`config.mk`:
```
export PLATFORM = sky130hd
export DESIGN_NAME = election_controller
export DESIGN_NICKNAME = d
export VERILOG_FILES = /design/src/rtl/election_pkg.sv /design/src/rtl/election_tally.sv /design/src/rtl/election_controller.sv
export SDC_FILE = /design/constraint.sdc
export NUM_CORES = 1
export LEC_CHECK = 0
export ABC_AREA = 1
export ABC_CLOCK_PERIOD_IN_PS = 6200
export CAP_MARGIN = 20
export CORE_MARGIN = 1.5
export CORE_UTILIZATION = 45
export CTS_CLUSTER_SIZE = 16
export DETAILED_ROUTE_END_ITERATION = 16
export PLACE_DENSITY = 0.72
export SYNTH_ARGS = -nofsm -noshare
export SYNTH_HDL_FRONTEND = slang
export SYNTH_SLANG_ARGS = --single-unit
```
`constraint.sdc`:
```
create_clock -name CLK -period 6.2 [get_ports CLK]
set_input_delay 1.24 -clock CLK [delete_from_list [all_inputs] [get_ports CLK]]
set_output_delay 1.24 -clock CLK [all_outputs]
set_load 0.01 [all_outputs]
```
`src/rtl/election_pkg.sv`:
```
// Shared types and helpers for the election controller and its tally scanner.
package election_pkg;

    typedef enum logic [1:0] {
        PH_REG   = 2'd0,
        PH_VOTE  = 2'd1,
        PH_TALLY = 2'd2,
        PH_DONE  = 2'd3
    } phase_e;

    typedef enum logic [1:0] {
        ST_UNREG = 2'd0,
        ST_REG   = 2'd1,
        ST_VOTED = 2'd2
    } voter_status_e;

    typedef enum logic [1:0] {
        T_IDLE = 2'd0,
        T_SCAN = 2'd1,
        T_DONE = 2'd2
    } tally_state_e;

    localparam logic REQ_REGISTER = 1'b0;
    localparam logic REQ_VOTE     = 1'b1;

    function automatic int max1(int v);
        return (v < 1) ? 1 : v;
    endfunction

endpackage

```
`src/rtl/election_tally.sv`:
```
// Sequential max/tie scanner: examines one candidate count per cycle after start.
module election_tally
    import election_pkg::*;
#(
    parameter int NUM_CANDIDATES = 4,
    parameter int NW = 7,
    localparam int CW = max1($clog2(NUM_CANDIDATES))
)(
    input  logic                         CLK,
    input  logic                         RST_N,
    input  logic                         start,
    input  logic [NUM_CANDIDATES*NW-1:0] counts,
    output logic [1:0]                   state,
    output logic [CW-1:0]                winner,
    output logic [NW-1:0]                votes,
    output logic                         tie
);

    localparam logic [CW-1:0] LAST = CW'(NUM_CANDIDATES - 1);

    tally_state_e  st, st_n;
    logic [CW-1:0] idx, idx_n, best_idx, best_idx_n;
    logic [NW-1:0] best, best_n, cur;
    logic          tie_r, tie_n, scanning;

    always_ff @(posedge CLK or negedge RST_N) begin
        if (!RST_N) begin
            st       <= T_IDLE;
            idx      <= '0;
            best     <= '0;
            best_idx <= '0;
            tie_r    <= 1'b0;
        end else begin
            st       <= st_n;
            idx      <= idx_n;
            best     <= best_n;
            best_idx <= best_idx_n;
            tie_r    <= tie_n;
        end
    end

    // The start cycle already scans candidate 0, so the result is ready NUM_CANDIDATES cycles later.
    always_comb begin
        st_n       = st;
        idx_n      = idx;
        best_n     = best;
        best_idx_n = best_idx;
        tie_n      = tie_r;
        cur        = counts[int'(idx)*NW +: NW];
        scanning   = ((st == T_IDLE) && start) || (st == T_SCAN);
        if (scanning) begin
            if (cur > best) begin
                best_n     = cur;
                best_idx_n = idx;
                tie_n      = 1'b0;
            end else if ((cur == best) && (best != '0)) begin
                tie_n = 1'b1;
            end
            if (idx == LAST) begin
                st_n = T_DONE;
            end else begin
                st_n  = T_SCAN;
                idx_n = idx + 1'b1;
            end
        end
    end

    assign state  = st;
    assign winner = (st == T_DONE) ? best_idx : '0;
    assign votes  = (st == T_DONE) ? best : '0;
    assign tie    = (st == T_DONE) ? tie_r : 1'b0;

endmodule

```
`src/rtl/election_controller.sv`:
```
// Timed election: registration, voting, then a sequential tally of candidate counts.
module election_controller
    import election_pkg::*;
#(
    parameter int NUM_VOTERS     = 64,
    parameter int BOX_SIZE       = 16,
    parameter int NUM_CANDIDATES = 4,
    parameter int REG_CYCLES     = 100,
    parameter int VOTE_CYCLES    = 100,
    localparam int VW = $clog2(NUM_VOTERS),
    localparam int CW = max1($clog2(NUM_CANDIDATES)),
    localparam int BW = max1($clog2(NUM_VOTERS / BOX_SIZE)),
    localparam int NW = VW + 1
)(
    input  logic          CLK,
    input  logic          RST_N,
    input  logic          req_valid,
    input  logic          req_type,
    input  logic [VW-1:0] userID,
    input  logic [CW-1:0] candidate,
    input  logic [CW-1:0] rd_cand,
    output logic [NW-1:0] rd_votes,
    output logic [1:0]    phase,
    output logic          resp_valid,
    output logic [BW-1:0] ballotBoxId,
    output logic [NW-1:0] numberOfRegisteredVoters,
    output logic [NW-1:0] numberOfVotesWinner,
    output logic [CW-1:0] WinnerId,
    output logic          Tie,
    output logic          TallyDone,
    output logic          AlreadyRegistered,
    output logic          AlreadyVoted,
    output logic          NotRegistered,
    output logic          VotingHasNotStarted,
    output logic          RegistrationHasEnded,
    output logic          VotingHasEnded,
    output logic          InvalidRequest
);

    localparam int TOTAL = REG_CYCLES + VOTE_CYCLES + NUM_CANDIDATES;
    localparam int TW    = $clog2(TOTAL + 1);
    localparam int BSH   = $clog2(BOX_SIZE);

    logic [TW-1:0]                 cnt;
    phase_e                        ph;
    voter_status_e                 status [NUM_VOTERS];
    voter_status_e                 cur_st;
    logic [NW-1:0]                 count [NUM_CANDIDATES];
    logic [NUM_CANDIDATES*NW-1:0]  count_flat;
    logic                          id_ok, cand_ok, rd_ok, is_vote, invalid;
    logic [1:0]                    tally_state;

    always_comb begin
        if (cnt < TW'(REG_CYCLES))                    ph = PH_REG;
        else if (cnt < TW'(REG_CYCLES + VOTE_CYCLES)) ph = PH_VOTE;
        else if (cnt < TW'(TOTAL))                    ph = PH_TALLY;
        else                                          ph = PH_DONE;
    end
    assign phase = ph;

    always_ff @(posedge CLK or negedge RST_N) begin
        if (!RST_N)              cnt <= '0;
        else if (ph != PH_DONE)  cnt <= cnt + 1'b1;
    end

    // Range checks are done at 32 bits so they stay meaningful for non-power-of-two sizes.
    assign id_ok   = 32'(userID) < 32'(NUM_VOTERS);
    assign cand_ok = 32'(candidate) < 32'(NUM_CANDIDATES);
    assign rd_ok   = 32'(rd_cand) < 32'(NUM_CANDIDATES);
    assign is_vote = (req_type == REQ_VOTE);
    assign invalid = !id_ok || (is_vote && (ph == PH_VOTE) && !cand_ok);
    assign cur_st  = status[userID];

    always_ff @(posedge CLK or negedge RST_N) begin
        if (!RST_N) begin
            resp_valid               <= 1'b0;
            ballotBoxId              <= '0;
            numberOfRegisteredVoters <= '0;
            AlreadyRegistered        <= 1'b0;
            AlreadyVoted             <= 1'b0;
            NotRegistered            <= 1'b0;
            VotingHasNotStarted      <= 1'b0;
            RegistrationHasEnded     <= 1'b0;
            VotingHasEnded           <= 1'b0;
            InvalidRequest           <= 1'b0;
            for (int i = 0; i < NUM_VOTERS; i++) status[i] <= ST_UNREG;
            for (int k = 0; k < NUM_CANDIDATES; k++) count[k] <= '0;
        end else begin
            resp_valid           <= req_valid;
            AlreadyRegistered    <= 1'b0;
            AlreadyVoted         <= 1'b0;
            NotRegistered        <= 1'b0;
            VotingHasNotStarted  <= 1'b0;
            RegistrationHasEnded <= 1'b0;
            VotingHasEnded       <= 1'b0;
            InvalidRequest       <= 1'b0;
            if (req_valid) begin
                if (id_ok) ballotBoxId <= BW'(userID >> BSH);
                if (invalid) begin
                    InvalidRequest <= 1'b1;
                end else begin
                    case (ph)
                        PH_REG: begin
                            if (is_vote) begin
                                VotingHasNotStarted <= 1'b1;
                            end else if (cur_st != ST_UNREG) begin
                                AlreadyRegistered <= 1'b1;
                            end else begin
                                status[userID]           <= ST_REG;
                                numberOfRegisteredVoters <= numberOfRegisteredVoters + 1'b1;
                            end
                        end
                        PH_VOTE: begin
                            if (!is_vote) begin
                                RegistrationHasEnded <= 1'b1;
                            end else if (cur_st == ST_VOTED) begin
                                AlreadyVoted <= 1'b1;
                            end else if (cur_st == ST_UNREG) begin
                                NotRegistered <= 1'b1;
                            end else begin
                                count[candidate] <= count[candidate] + 1'b1;
                                status[userID]   <= ST_VOTED;
                            end
                        end
                        default: VotingHasEnded <= 1'b1;
                    endcase
                end
            end
        end
    end

    always_ff @(posedge CLK or negedge RST_N) begin
        if (!RST_N)     rd_votes <= '0;
        else if (rd_ok) rd_votes <= count[rd_cand];
        else            rd_votes <= '0;
    end

    always_comb begin
        count_flat = '0;
        for (int k = 0; k < NUM_CANDIDATES; k++) count_flat[k*NW +: NW] = count[k];
    end

    election_tally #(
        .NUM_CANDIDATES (NUM_CANDIDATES),
        .NW             (NW)
    ) u_tally (
        .CLK    (CLK),
        .RST_N  (RST_N),
        .start  (cnt == TW'(REG_CYCLES + VOTE_CYCLES)),
        .counts (count_flat),
        .state  (tally_state),
        .winner (WinnerId),
        .votes  (numberOfVotesWinner),
        .tie    (Tie)
    );

    assign TallyDone = (tally_state == T_DONE);

endmodule
```
# ---- Yosys cells after proc, flatten, opt, wreduce, memory -nomap -nowiden
# Index checks and enable logic that the tools add are counted.
dict set report totals {
  reg_bits 201
  input_bits 14
  wordCells 195
}
dict set report classes {
  add_sub_neg 4
  mul 1
  magnitude_cmp 9
  n_eq_ne 13
  shifts 1
  mux 50
  bitwise 14
  reduce_logical 19
}
# op n
set op_table {}
lappend op_table {{2-to-1 mux 128 bit} 5}
lappend op_table {{one-hot mux 128 bit (2 select lines)} 1}
lappend op_table {{AND 64 bit} 2}
lappend op_table {{NOT 64 bit} 2}
lappend op_table {{OR 64 bit} 2}
lappend op_table {{2-to-1 mux 7 bit} 6}
lappend op_table {{variable part select 28 x 32 -> 7 bit} 1}
lappend op_table {{binary-select mux 7 bit (select 2 bit)} 2}
lappend op_table {{bitwise mux 28 bit} 1}
lappend op_table {{2-to-1 mux 1 bit} 25}
lappend op_table {{< comparator 8 bit (second input constant)} 2}
lappend op_table {{adder 7 x 1 -> 7 bit (second input constant)} 2}
lappend op_table {{demux 7 bit (select 2 bit)} 1}
lappend op_table {{2-to-1 mux 2 bit} 7}
lappend op_table {{binary-select mux 2 bit (select 6 bit)} 1}
lappend op_table {{demux 2 bit (select 6 bit)} 1}
lappend op_table {{!= test 2 bit (second input constant)} 6}
lappend op_table {{adder 8 x 1 -> 8 bit (second input constant)} 1}
lappend op_table {{equality test 8 bit (second input constant)} 1}
lappend op_table {{< comparator 8 x 7 -> 1 bit (second input constant)} 1}
lappend op_table {{equality test 7 bit} 1}
lappend op_table {{greater-or-equal comparator 7 bit (second input constant)} 1}
lappend op_table {{greater-than comparator 7 bit} 1}
lappend op_table {{< comparator 7 x 1 -> 1 bit (second input constant)} 1}
lappend op_table {{19 further kinds} 37}

# ---- Depth between registers and ports, before layout
# Gate-level depths: netlist of run 1.
dict set report depth {
  depth_word 11
  depth_mapped 19
}

# ---- By module
# From an unflattened synthesis of run 1, not the netlist that was laid out.
dict set report hier_totals {
  cells_unflattened 1606
  area_unflattened_um2 11944.0
}
# module n_inst cells_each area_per_inst_um2 seq_area_each_um2
set by_module_without_submodules {}
lappend by_module_without_submodules {election_controller 1 1438 10729.0 4679.5}
lappend by_module_without_submodules {election_tally 1 168 1214.9 350.3}

# ---- Worst setup path after synthesis of run 1
# OpenSTA, ideal clock, no wires.
dict set report synth_path {
  kind {input-to-reg}
  startpoint {input userID[0]}
  endpoint {register (tool-made name)}
  arrival_ns 2.851
  slack_ns 3.232
  stages 17
  n_path_buf 4
  path_cell_list {buf_6 buf_4 or2_1 nand3_1 nand2_1 nor2_1 nor2_1 nor2_1 nand2_1 nor2_4 nand2_4 nand2_2 buf_6 buf_6 nand3_1 nand2_1 nand2_1}
}
# item line
set synth_lines {}
lappend synth_lines {{start: declaration} election_controller.sv:19} ;# input logic [VW-1:0] userID,

==> results of run 1 <==
==> power breakdown <==
part | switching [mW] | leakage (nW) | internal, mW | total, mW
clock network | 0.561 | 0.390 | 0.870 | 1.43
registers | 0.0515 | 2.74 | 1.39 | 1.44
logic | 0.317 | 3.03 | 0.154 | 0.471
total | 0.929 | 6.17 | 2.41 | 3.34
==> how the worst min path moves through the flow <==
stage                    from        end  slack [ps]
CTS                 flip-flop  flip-flop         470
detailed placement  flip-flop  flip-flop         450
floorplan           flip-flop  flip-flop         430
global route        flip-flop  flip-flop         480
finish              flip-flop  flip-flop         460
global placement    flip-flop  flip-flop         450
==> stage by stage <==
stage | instances | utilization, % | hold slack (ps)
2_1_floorplan | 1537 | - | 434
3_3_place_gp | 1845 | 48.0 | 449
3_5_place_dp | 1845 | 48.0 | 452
4_1_cts | 1889 | 51.1 | 466
5_1_grt | 1889 | 51.1 | 483
6_report | 1889 | 51.1 | 461
==> cell type report <==
cell class	instances	area (um2)	area share, %
Timing Repair Buffer	63	619	4.80
Clock inverter	7	87.6	0.678
Tap cell	330	413	3.20
Multi-Input combinational cell	1102	5490	42.5
Clock buffer	37	711	5.50
Sequential cell	201	5030	38.9
Inverter	149	564	4.37
==> layout by cell type, fill, tap and decap left out, types with 16 or more instances in the layout <==
cell	Yosys	final
nand2_1	473	473
dfrtp_1	201	201
nor2_1	164	163
nand4_1	134	134
inv_1	131	130
o21ai_0	77	77
nand3_1	66	66
nand3_2	54	54
clkdlybuf4s50_1	0	47
clkbuf_16	0	25
xor2_1	16	16
==> logic make-up (layout without fill, tap and decap cells) <==
logic type               Yosys count  after routing
flip-flops                       201            201
AO/OA/AOI/OAI                    136            136
other                              1              1
AND/OR/NAND/NOR                  936            936
buffers and inverters            234            256
adder cells (fa/ha/maj)           12             12
XOR/XNOR                          17             17
==> worst reg2reg max path, cell delays in order (launching register included) <==
cell	delay [ps]
dfrtp_1	450
inv_2	60
a21oi_2	260
inv_1	160
o21ai_2	390
nor2_4	30
buf_4	370
inv_2	690
buf_4	520
nand4_1	140
nand2_1	110
==> layer usage <==
| metal | routed length [um] | part of all wire (%) |
|---|---|---|
| met5 | 0 | 0 |
| met4 | 848 | 2.9 |
| met3 | 2200 | 7.4 |
| met2 | 13600 | 46 |
| met1 | 13000 | 44 |
==> impl_metrics.json, run 1 <==
{
  "period_share_pct": 69.5,
  "avgSynthCellArea_um2": 7.54,
  "critPathMaxStageDelay_ps": 620,
  "synth-compound-area-share_pct": 6.59,
  "start_kind": "primary input",
  "cp_data_arrival_time_ps": 4700,
  "path_common_cell": "nand2_1",
  "yosys.area.top_type": "dfrtp_1",
  "setup_viol": 0,
  "start_util_pct": 45.9,
  "synth.distinct_cells": 37,
  "cts_hold_buf": 0,
  "cts.path.max_buffers": 3,
  "setup_tns_ps": 0,
  "ant_nets": 0,
  "busiest_layer": "met2",
  "cts_root_buf": "clkbuf_16",
  "critPathKind": "in -> reg",
  "cts_tree": "done",
  "synth_warnings": 0,
  "drc": 0,
  "post_cts_resized": 0,
  "cts_sinks": 201,
  "p_leak_nw": 6.17,
  "cpLargestDelayFamily": "simple AND/OR/NAND/NOR gates",
  "vdd_drop_max_v": 0.000223,
  "endpoint_kind": "flip-flop",
  "async_flop_share_pct": 100,
  "grt_pass1_wl_um": 49100,
  "post-route-cell-area_um2": 12900,
  "crit_path_cell_trace": "buf_2 -> buf_4 -> nand2_1 -> nand3_1 -> nand2_1 -> nor2_1 -> nor2_1 -> nor2_1 -> nand2_1 -> nor2_4 -> nand2_4 -> nand2_8 -> buf_4 -> nand3_1 -> nand2_1 -> nand2_1",
  "dp_slack_ps": 1400,
  "relSlewSlack_pct": 43.0,
  "vias": 10352,
  "crit_start": "userID[0]",
  "min_path_type": "reg -> reg",
  "cp_max_fo": 102,
  "viasPerCell": 5.48,
  "power_mw": 3.34,
  "worst_slack_ps": 1890,
  "rows": 58,
  "reg2reg_depth": 10,
  "dpl_cell_area_um2": 12100,
  "cts.clk_slew.worst_paths_ps": 60,
  "place.gp.congestion": 0.849,
  "numCtsBuffers": 24,
  "ios": 51,
  "critical_path_depth": 16,
  "postCtsSetupRepairBufs": 0,
  "dp_hpwl_um": 18600,
  "clock_skew_ps": 13.2,
  "drive_above_1_share_pct": 8.27,
  "synth_nets": 1563,
  "synth_xor_area_share_pct": 1.28,
  "core_area_um2": 25300,
  "yosysSeqAreaShare_pct": 43.4,
  "die_area_um2": 26700,
  "syn_area_um2": 11600,
  "worstPathBufferInverterCount": 3,
  "diodes": 0,
  "drtPass1Iterations": 5,
  "htree_levels": 1,
  "hold_viol": 0,
  "synthSimpleGateAreaFrac_pct": 38.0,
  "synthAdderAreaFrac_pct": 1.29,
  "synth_top_family_by_area": "simple AND/OR/NAND/NOR gates",
  "synth_common_cells": "473 x nand2_1, 201 x dfrtp_1, 164 x nor2_1, 134 x nand4_1, 131 x inv_1",
  "synthCells": 1537,
  "fmax_mhz": 232,
  "drtIter0Drc": 970,
  "r2r_slack_ps": 2940,
  "overflow": 0,
  "die_x_um": 164,
  "synth_top_area_share_pct": 43.4,
  "drv_cap": 0,
  "wl_per_cell_um": 15.7,
  "grt_util_met2_pct": 36.6,
  "grt_usage_pct": 22.7,
  "synth_seq_cells": 201,
  "worst_ep_required_time_ps": 6600,
  "nets": 1567,
  "synth_edf_count": 0,
  "fp.dieH_um": 164,
  "power_density_nw_per_um2": 259,
  "whs_path_depth": 2,
  "synthTopCellsByArea": "dfrtp_1 43%, nand2_1 15%, nand4_1 7.2%",
  "r2r_start": "cnt[3]$_DFFE_PN0P_",
  "min_period_ps": 4310,
  "final-max-slew-violation-count": 0,
  "area_delta_synth_final_pct": 11.4,
  "grt_use_met1_pct": 31.2,
  "grt_max_degree": 103,
  "slowest_stage": "buf_4",
  "antenna_found_initial": 0,
  "tightest_slew_ps": 856,
  "status": "finished clean",
  "rsz0062_at_grt": "false",
  "drt_wl_total_um": 29700,
  "met3_usage_pct": 2.69,
  "ys.flop_type": "dfrtp_1",
  "synth.most_common_cell": "nand2_1",
  "nFillCells": 2390,
  "synth_mux_area_share_pct": 0,
  "first_global_vias": 9690,
  "port_buffers": 49,
  "insertion_delay_ps": 520
}
Note: power is estimated with default switching activity, not from simulation.
==> run 2: changes to the inputs <==
--- a/config.mk
+++ b/config.mk
@@ -6,13 +6,13 @@
 export NUM_CORES = 1
 export LEC_CHECK = 0
 export ABC_AREA = 1
-export ABC_CLOCK_PERIOD_IN_PS = 6200
+export ABC_CLOCK_PERIOD_IN_PS = 3800
 export CAP_MARGIN = 20
 export CORE_MARGIN = 1.5
 export CORE_UTILIZATION = 45
 export CTS_CLUSTER_SIZE = 16
 export DETAILED_ROUTE_END_ITERATION = 16
-export PLACE_DENSITY = 0.72
+export PLACE_DENSITY = 0.75
 export SYNTH_ARGS = -nofsm -noshare
 export SYNTH_HDL_FRONTEND = slang
 export SYNTH_SLANG_ARGS = --single-unit
==> constraint.sdc (replaced) <==
create_clock -name CLK -period 3.8 [get_ports CLK]
set_input_delay 0.76 -clock CLK [delete_from_list [all_inputs] [get_ports CLK]]
set_output_delay 0.76 -clock CLK [all_outputs]
set_load 0.01 [all_outputs]
==> impl_metrics.json, run 2 (synthesis gave the netlist of run 1 again) <==
{
  "status": "finished clean",
  "ant_nets": 0,
  "final-max-slew-violation-count": 0,
  "critPathKind": "reg -> out",
  "hold_viol": 0,
  "post_cts_resized": 0,
  "final_common_cell": "nand2_1",
  "drtPass1Iterations": 5,
  "wl_per_cell_um": 15.6,
  "vdd_drop_max_v": 0.000277,
  "diodes": 0,
  "nFillCells": 2316,
  "place.gp.congestion": 0.877,
  "grt_pass1_wl_um": 50700,
  "setup_tns_ps": 0,
  "cts.clk_slew.worst_paths_ps": 50,
  "p_switching_mw": 1.53,
  "dp_hpwl_um": 19400,
  "sw_frac_of_total_pct": 27.8,
  "drive_above_1_share_pct": 10.2,
  "fmax_mhz": 307,
  "endpoint_kind": "output pin",
  "port_buffers": 49,
  "p_leak_nw": 6.36,
  "min_period_ps": 3260,
  "postCtsSetupRepairBufs": 0,
  "cts_root_buf": "clkbuf_16",
  "drtIter0Drc": 1006,
  "post-route-util_pct": 52.6,
  "cts_tree": "done",
  "fp.dieH_um": 164,
  "clock_skew_ps": 12.7,
  "rsz0062_at_grt": "false",
  "relSlewSlack_pct": 47.5,
  "mostFrequentLayoutCells": "473 x nand2_1, 201 x dfrtp_1, 163 x nor2_1",
  "vias": 10537,
  "insertion_delay_ps": 530,
  "p_int_mw": 3.95,
  "cts_hold_buf": 0,
  "critPathMaxStageDelay_ps": 510,
  "grt_usage_pct": 23.2,
  "ios": 51,
  "overflow": 0,
  "start_kind": "flip-flop",
  "tightest_slew_ps": 788,
  "antenna_found_initial": 0,
  "power_density_nw_per_um2": 413,
  "start_util_pct": 45.9,
  "worst_ep_required_time_ps": 3040,
  "cp_data_arrival_time_ps": 2500,
  "crit_path_cell_trace": "inv_2 -> a21oi_2 -> inv_1 -> o21ai_2 -> inv_2 -> clkdlybuf4s50_1",
  "viasPerCell": 5.50,
  "first_global_vias": 10266,
  "numCtsBuffers": 25,
  "core_area_um2": 25300,
  "path_common_cell": "inv_2",
  "combPwrFrac_pct": 15.1,
  "die_x_um": 164,
  "power_frac_seq_pct": 42.9,
  "min_path_type": "in -> async",
  "period_share_pct": 85.8,
  "htree_levels": 1,
  "cp_max_fo": 6,
  "drt_wl_total_um": 30000,
  "cpLargestDelayFamily": "buffers and inverters",
  "drc": 0,
  "area_delta_synth_final_pct": 14.5,
  "cts.path.max_buffers": 3,
  "slowest_stage": "clkdlybuf4s50_1",
  "setup_viol": 0,
  "nets": 1596,
  "cts_sinks": 201,
  "grt_max_degree": 73,
  "power_frac_clock_pct": 42.0,
  "drv_cap": 0,
  "die_area_um2": 26700,
  "rows": 58,
  "worstPathBufferInverterCount": 4
}
[run 2: power groups by stage]
stage               logic, mW  clock network [mW]  registers, mW
CTS                     0.826                2.34           2.35
global route            0.920                2.44           2.37
finish                  0.827                2.30           2.35
detailed placement      0.822                   0           2.39
floorplan               0.531                   0           2.38
global placement        0.805                   0           2.38
[run 2: layout make-up]
type / instances / area, um2 / area share [%]
sequential: 201 / 5030 / 37.9
inverter: 149 / 564 / 4.25
clock inverter: 6 / 37.5 / 0.283
tap: 330 / 413 / 3.11
timing repair buffer: 91 / 967 / 7.29
clock buffer: 37 / 771 / 5.81
multi-input combinational: 1102 / 5490 / 41.4
[run 2: per-layer routing]
metal	up-vias	track usage, %	wire length [um]
li1	5106	-	-
met2	359	37.6	13900
met1	5003	31.6	13300
met4	0	9.26	930
met5	-	0	0
met3	69	2.84	1920
[run 2: worst register-to-register path: cells and delay by family (launching register included)]
family | cells | cell delay, ps
flip-flops | 1 | 670
buffers and inverters | 2 | 730
adder cells (fa/ha/maj) | 1 | 350
AND/OR/NAND/NOR | 5 | 570
AO/OA/AOI/OAI | 4 | 710
[run 2: final timing paths]
path / cells after the start / from / to / slack (ps)
hold reg to reg: 2 / flip-flop / flip-flop / 470
max in group asynchronous: 2 / RST_N / async pin / 2640
setup reg to reg: 12 / u_tally.idx[0]$_DFFE_PN0P_ / u_tally.best[2]$_DFFE_PN0P_ / 690
min in group CLK: 2 / flip-flop / flip-flop / 470
hold / removal: 1 / RST_N / async pin / 240
setup / recovery: 6 / cnt[3]$_DFFE_PN0P_ / phase[0] / 540
[run 2: metrics by stage]
step / power, mW / area [um2] / setup slack (ps) / hold slack [ps] / instances
6_report: 5.48 / 13300 / 539 / 244 / 1916
5_1_grt: 5.73 / 13300 / 402 / 292 / 1916
4_1_cts: 5.51 / 13300 / 531 / 276 / 1916
3_5_place_dp: 3.21 / 12500 / 255 / 452 / 1873
3_3_place_gp: 3.19 / 12500 / 277 / 447 / 1873
2_1_floorplan: 2.92 / 11600 / 1310 / 434 / 1537
